===== src/rtl/imm_gen_stage.sv =====
// imm_gen_stage: LC-3b immediate generator with valid/ready handshake.
// Decodes the opcode of a 16-bit instruction, extracts and extends its
// immediate/offset field to WIDTH bits, and carries a sideband tag along.
// Build option: define IMM_GEN_SKID_EN for a two-entry skid buffer with a
// registered in_ready; otherwise a single output register is used.
module imm_gen_stage #(
  parameter int WIDTH = 16,
  parameter int TAG_W = 16
) (
  input  logic             clk,
  input  logic             rst_n,
  input  logic             flush,
  input  logic             in_valid,
  output logic             in_ready,
  input  logic [15:0]      in_ir,
  input  logic [TAG_W-1:0] in_tag,
  output logic             out_valid,
  input  logic             out_ready,
  output logic [WIDTH-1:0] out_imm,
  output logic             out_imm_valid,
  output logic [3:0]       out_opcode,
  output logic [TAG_W-1:0] out_tag
);

  localparam logic [3:0] OP_BR  = 4'h0;
  localparam logic [3:0] OP_ADD = 4'h1;
  localparam logic [3:0] OP_LDB = 4'h2;
  localparam logic [3:0] OP_STB = 4'h3;
  localparam logic [3:0] OP_JSR = 4'h4;
  localparam logic [3:0] OP_AND = 4'h5;
  localparam logic [3:0] OP_LDR = 4'h6;
  localparam logic [3:0] OP_STR = 4'h7;
  localparam logic [3:0] OP_LDI = 4'hA;
  localparam logic [3:0] OP_STI = 4'hB;
  localparam logic [3:0] OP_SHF = 4'hD;
  localparam logic [3:0] OP_LEA = 4'hE;
  localparam logic [3:0] OP_TRP = 4'hF;

  // Every field fits in 12 bits once shifted; zero-extended fields are
  // prepared with a clear top bit so one sign-extension covers all cases.
  function automatic logic [WIDTH-1:0] ext12(input logic signed [11:0] f);
    return {{(WIDTH-12){f[11]}}, f};
  endfunction

  logic signed [11:0] dec_field;
  logic               dec_iv;
  logic [WIDTH-1:0]   dec_imm;
  logic               accept;

  logic             out_valid_q, out_valid_d;
  logic [WIDTH-1:0] out_imm_q, out_imm_d;
  logic             out_iv_q, out_iv_d;
  logic [3:0]       out_op_q, out_op_d;
  logic [TAG_W-1:0] out_tag_q, out_tag_d;
`ifdef IMM_GEN_SKID_EN
  logic             skid_full_q, skid_full_d;
  logic [WIDTH-1:0] skid_imm_q, skid_imm_d;
  logic             skid_iv_q, skid_iv_d;
  logic [3:0]       skid_op_q, skid_op_d;
  logic [TAG_W-1:0] skid_tag_q, skid_tag_d;

  assign in_ready = rst_n && !skid_full_q;
`else
  assign in_ready = rst_n && (!out_valid_q || out_ready);
`endif

  assign accept  = in_valid && in_ready;
  assign dec_imm = ext12(dec_field);

  // Per-opcode field extraction; word offsets are shifted before extension.
  always_comb begin
    dec_field = '0;
    dec_iv    = 1'b1;
    case (in_ir[15:12])
      OP_ADD, OP_AND: begin
        if (in_ir[5]) dec_field = {{7{in_ir[4]}}, in_ir[4:0]};
        else          dec_iv    = 1'b0;
      end
      OP_BR, OP_LEA:  dec_field = {{2{in_ir[8]}}, in_ir[8:0], 1'b0};
      OP_JSR: begin
        if (in_ir[11]) dec_field = {in_ir[10:0], 1'b0};
        else           dec_iv    = 1'b0;
      end
      OP_LDB, OP_STB: dec_field = {{6{in_ir[5]}}, in_ir[5:0]};
      OP_LDR, OP_STR, OP_LDI, OP_STI:
                      dec_field = {{5{in_ir[5]}}, in_ir[5:0], 1'b0};
      OP_SHF:         dec_field = {8'h00, in_ir[3:0]};
      OP_TRP:         dec_field = {3'b000, in_ir[7:0], 1'b0};
      default:        dec_iv    = 1'b0;
    endcase
  end

  // Next-state for the output register (and skid register when present).
  always_comb begin
    out_valid_d = out_valid_q;
    out_imm_d   = out_imm_q;
    out_iv_d    = out_iv_q;
    out_op_d    = out_op_q;
    out_tag_d   = out_tag_q;
`ifdef IMM_GEN_SKID_EN
    skid_full_d = skid_full_q;
    skid_imm_d  = skid_imm_q;
    skid_iv_d   = skid_iv_q;
    skid_op_d   = skid_op_q;
    skid_tag_d  = skid_tag_q;
    if (flush) begin
      out_valid_d = 1'b0;
      skid_full_d = 1'b0;
    end else if (!out_valid_q || out_ready) begin
      // Output slot frees up: the older skid entry has precedence.
      if (skid_full_q) begin
        out_valid_d = 1'b1;
        out_imm_d   = skid_imm_q;
        out_iv_d    = skid_iv_q;
        out_op_d    = skid_op_q;
        out_tag_d   = skid_tag_q;
        skid_full_d = 1'b0;
      end else if (accept) begin
        out_valid_d = 1'b1;
        out_imm_d   = dec_imm;
        out_iv_d    = dec_iv;
        out_op_d    = in_ir[15:12];
        out_tag_d   = in_tag;
      end else begin
        out_valid_d = 1'b0;
      end
    end else if (accept) begin
      // Stalled with a free skid slot: park the new entry behind the head.
      skid_full_d = 1'b1;
      skid_imm_d  = dec_imm;
      skid_iv_d   = dec_iv;
      skid_op_d   = in_ir[15:12];
      skid_tag_d  = in_tag;
    end
`else
    if (flush) begin
      out_valid_d = 1'b0;
    end else if (accept) begin
      out_valid_d = 1'b1;
      out_imm_d   = dec_imm;
      out_iv_d    = dec_iv;
      out_op_d    = in_ir[15:12];
      out_tag_d   = in_tag;
    end else if (out_ready) begin
      out_valid_d = 1'b0;
    end
`endif
  end

  // State registers; reset clears both control and presented data.
  always_ff @(posedge clk) begin
    if (!rst_n) begin
      out_valid_q <= 1'b0;
      out_imm_q   <= '0;
      out_iv_q    <= 1'b0;
      out_op_q    <= '0;
      out_tag_q   <= '0;
`ifdef IMM_GEN_SKID_EN
      skid_full_q <= 1'b0;
      skid_imm_q  <= '0;
      skid_iv_q   <= 1'b0;
      skid_op_q   <= '0;
      skid_tag_q  <= '0;
`endif
    end else begin
      out_valid_q <= out_valid_d;
      out_imm_q   <= out_imm_d;
      out_iv_q    <= out_iv_d;
      out_op_q    <= out_op_d;
      out_tag_q   <= out_tag_d;
`ifdef IMM_GEN_SKID_EN
      skid_full_q <= skid_full_d;
      skid_imm_q  <= skid_imm_d;
      skid_iv_q   <= skid_iv_d;
      skid_op_q   <= skid_op_d;
      skid_tag_q  <= skid_tag_d;
`endif
    end
  end

  assign out_valid     = out_valid_q;
  assign out_imm       = out_imm_q;
  assign out_imm_valid = out_iv_q;
  assign out_opcode    = out_op_q;
  assign out_tag       = out_tag_q;

endmodule


===== config.mk =====
export PLATFORM = sky130hd
export DESIGN_NAME = imm_gen_stage
export DESIGN_NICKNAME = d
export VERILOG_FILES = /design/src/rtl/imm_gen_stage.sv
export SDC_FILE = /design/constraint.sdc
export NUM_CORES = 1
export LEC_CHECK = 0
export BUFFER_PORTS_ARGS = -buffer_cell sky130_fd_sc_hd__buf_2
export CORE_MARGIN = 2
export CORE_UTILIZATION = 40
export CTS_CLUSTER_SIZE = 14
export DETAILED_ROUTE_END_ITERATION = 16
export PLACE_DENSITY = 0.7
export SETUP_SLACK_MARGIN = 0.4
export SLEW_MARGIN = 20
export SYNTH_ARGS = -nofsm -noshare
export SYNTH_HDL_FRONTEND = slang
export SYNTH_SLANG_ARGS = --single-unit

===== constraint.sdc =====
create_clock -name clk -period 2.3 [get_ports clk]
set_input_delay 0.23 -clock clk [delete_from_list [all_inputs] [get_ports clk]]
set_output_delay 0.23 -clock clk [all_outputs]
set_load 0.005 [all_outputs]

==> run metrics <==
Netlist cell types=41; area of the core=0.00394 mm²; Final Power=1.25 mW; Root Driver=clkbuf_8; Cell Rows=23; Final Hold Fails=0; syn_area_per_cell=8.83 µm²; CP bufs+invs=1; Yosys top cell by area=dfxtp_1; CTS tree=built; DIE AREA=0.00456 mm²; syn nets=220; CP delay by family, top=simple AND/OR/NAND/NOR gates; Post-CTS Setup Bufs=0; number of global-route vias before repair=1268; Synth Cell Area=0.00162 mm²; Slew HR=0.580; gr ovfl total=0; fin crit share=0.729; Setup WS post-layout=624 ps; synth warn=0; proportion of layout cells with a drive suffix above 1=0.382; pre-CTS WS=593 ps; post-cts resize count=0; pin count of the biggest net entering global routing=26; Yosys top cell area share=0.421; Setup Skew=2.31 ps; shortest period the worst path allows=1680 ps; initial antenna violation count=0; final setup fails=0; fmax=0.597 GHz; first-pass GRT wire length=5670 µm; Crit path depth=5; final core utilization=0.528; min-delay worst type=in2reg; CP arrival=1850 ps; asr flop ratio synth=0; power density cells=601 mW/mm²; H-Tree Depth=2; reg2reg path depth=5; LEAKAGE=0.969 nW; Remaining DRCs=0; Seq/Total Area, Yosys=0.421; final max-slew violation count=0; die height=67.5 µm; WS Path Type=reg2reg; Placed Cells=296; vias per cell=4.97; status=complete, no violations; Commonest cells post-synth=nand2_1 (45), dfxtp_1 (34), a21boi_1 (18); peak supply drop=0.000378 V; RD Place Congestion=0.745; CTS buffer count=5; Finished Layout Cells=304; Iter 0 DRT Violations=90; max_cap viols=0; Setup crit end kind=flip-flop; via count of the routed design=1510; clock sink count=34; leading register cell type out of synthesis=dfxtp_1; CP max stage cell=or3_1; port bufs=75; worst skew pair latency=280 ps; most frequent cell after synthesis=nand2_1; actual slew at the worst max-slew pin=630 ps; GRT Util Overall=0.162; Synth-to-Final Area Change=29.0%; Worst setup SP type=flip-flop; Initial Utilization=0.410; RSZ-0062 raised after global routing=no; DP HPWL=2700 µm; ant diodes=0; Cells after Synth=183; Post-DRT Antenna Nets=0; Clock transition at path regs=70 ps; crit path cell chain=nor2b_2, or3_1, buf_4, a32oi_1, nor2b_1; DR WL/cell=12.1 µm; total negative slack=0 ps; CP Max Fanout=13; CTS Buffer Depth=2; Hold Buf Count CTS=0; Yosys reg bits=34; Post-synth EDFFs=0; top cells by area, synth=dfxtp_1 (42%), nand2_1 (10%), a21boi_1 (8.4%); max incr delay on CP=570 ps; Worst Path Required=2470 ps; Die X=67.5 µm; Pre-antenna DRT Iters=4; WL final=3690 µm; NumNets Final=290; WHS Path Cells=3; io pins=76
[cells in the final DEF (no fill, tap or decap), types with 2 or more instances in the layout]
| master | Yosys | routed |
|---|---|---|
| or3_1 | 2 | 2 |
| dfxtp_1 | 34 | 34 |
| nor2b_1 | 3 | 3 |
| a21boi_1 | 18 | 18 |
| a22o_1 | 4 | 4 |
| nand2b_1 | 3 | 3 |
| nand3_1 | 10 | 10 |
| clkbuf_8 | 0 | 6 |
| o31a_1 | 2 | 2 |
| nor2_1 | 2 | 2 |
| inv_1 | 5 | 5 |
| a221o_1 | 4 | 4 |
| nand3b_1 | 2 | 2 |
| nand2_1 | 45 | 45 |
| nand4_1 | 5 | 5 |
| a21oi_1 | 3 | 3 |
| o21ai_0 | 2 | 2 |
| buf_2 | 7 | 75 |
| buf_4 | 5 | 4 |
| a32o_1 | 2 | 2 |
| a21boi_0 | 2 | 2 |
[tightest hold or removal path: stages]
cell,delay [ps]
buf_2,100
nand2_1,50
a21boi_1,50
[layout make-up]
class                      instances  area [µm²]
sequential                        34         681
timing repair buffer              79         405
tap                               50        62.6
fill                             368        1860
clock buffer                       6        82.6
multi-input combinational        128         821
inverter                           5        18.8
clock inverter                     2        12.5
[layer usage]
metal / vias up / track usage / part of all wire
li1: 783 / - / -
met1: 680 / 0.222 / 0.46
met2: 45 / 0.246 / 0.47
met3: 2 / 0.0367 / 0.066
met4: 0 / 0.0612 / 0.0092
met5: - / 0 / 0
[where the power goes]
part	internal (mW)	switching, mW	total, mW
logic	0.0825	0.0935	0.176
clock network	0.241	0.215	0.456
registers	0.610	0.0106	0.621
[cell families after synthesis]
kind of cell | after synthesis | share of synthesized area
compound gates | 46 | 0.255
buf+inv | 21 | 0.0705
flops | 34 | 0.421
mux | 1 | 0.00620
simple gates | 81 | 0.247
[worst paths after layout]
kind                                                from                  endpoint  slack [ps]
worst max-delay path              out_valid$_SDFFE_PP0P_   out_imm[0]$_SDFFE_PN0P_         620
worst min-delay path                          in_tag[11]  out_tag[11]$_SDFFE_PN0P_         180
worst max register to register    out_valid$_SDFFE_PP0P_   out_imm[0]$_SDFFE_PN0P_         620
worst min register to register  out_tag[15]$_SDFFE_PN0P_  out_tag[15]$_SDFFE_PN0P_         450
[flip-flops by register name (all words and copies together) (netlist names)]
name / cells
out_tag: 16
out_imm: 12
out_opcode: 4
out_imm_valid: 1
out_valid: 1
[per-stage QoR]
stage	instance area (µm²)	hold WS [ps]
3_3_place_gp	1990	437
5_1_grt	2080	187
2_1_floorplan	1620	363
6_report	2080	183
4_1_cts	2080	174
3_5_place_dp	1990	440
No activity file was read; power rests on OpenSTA's default activity.
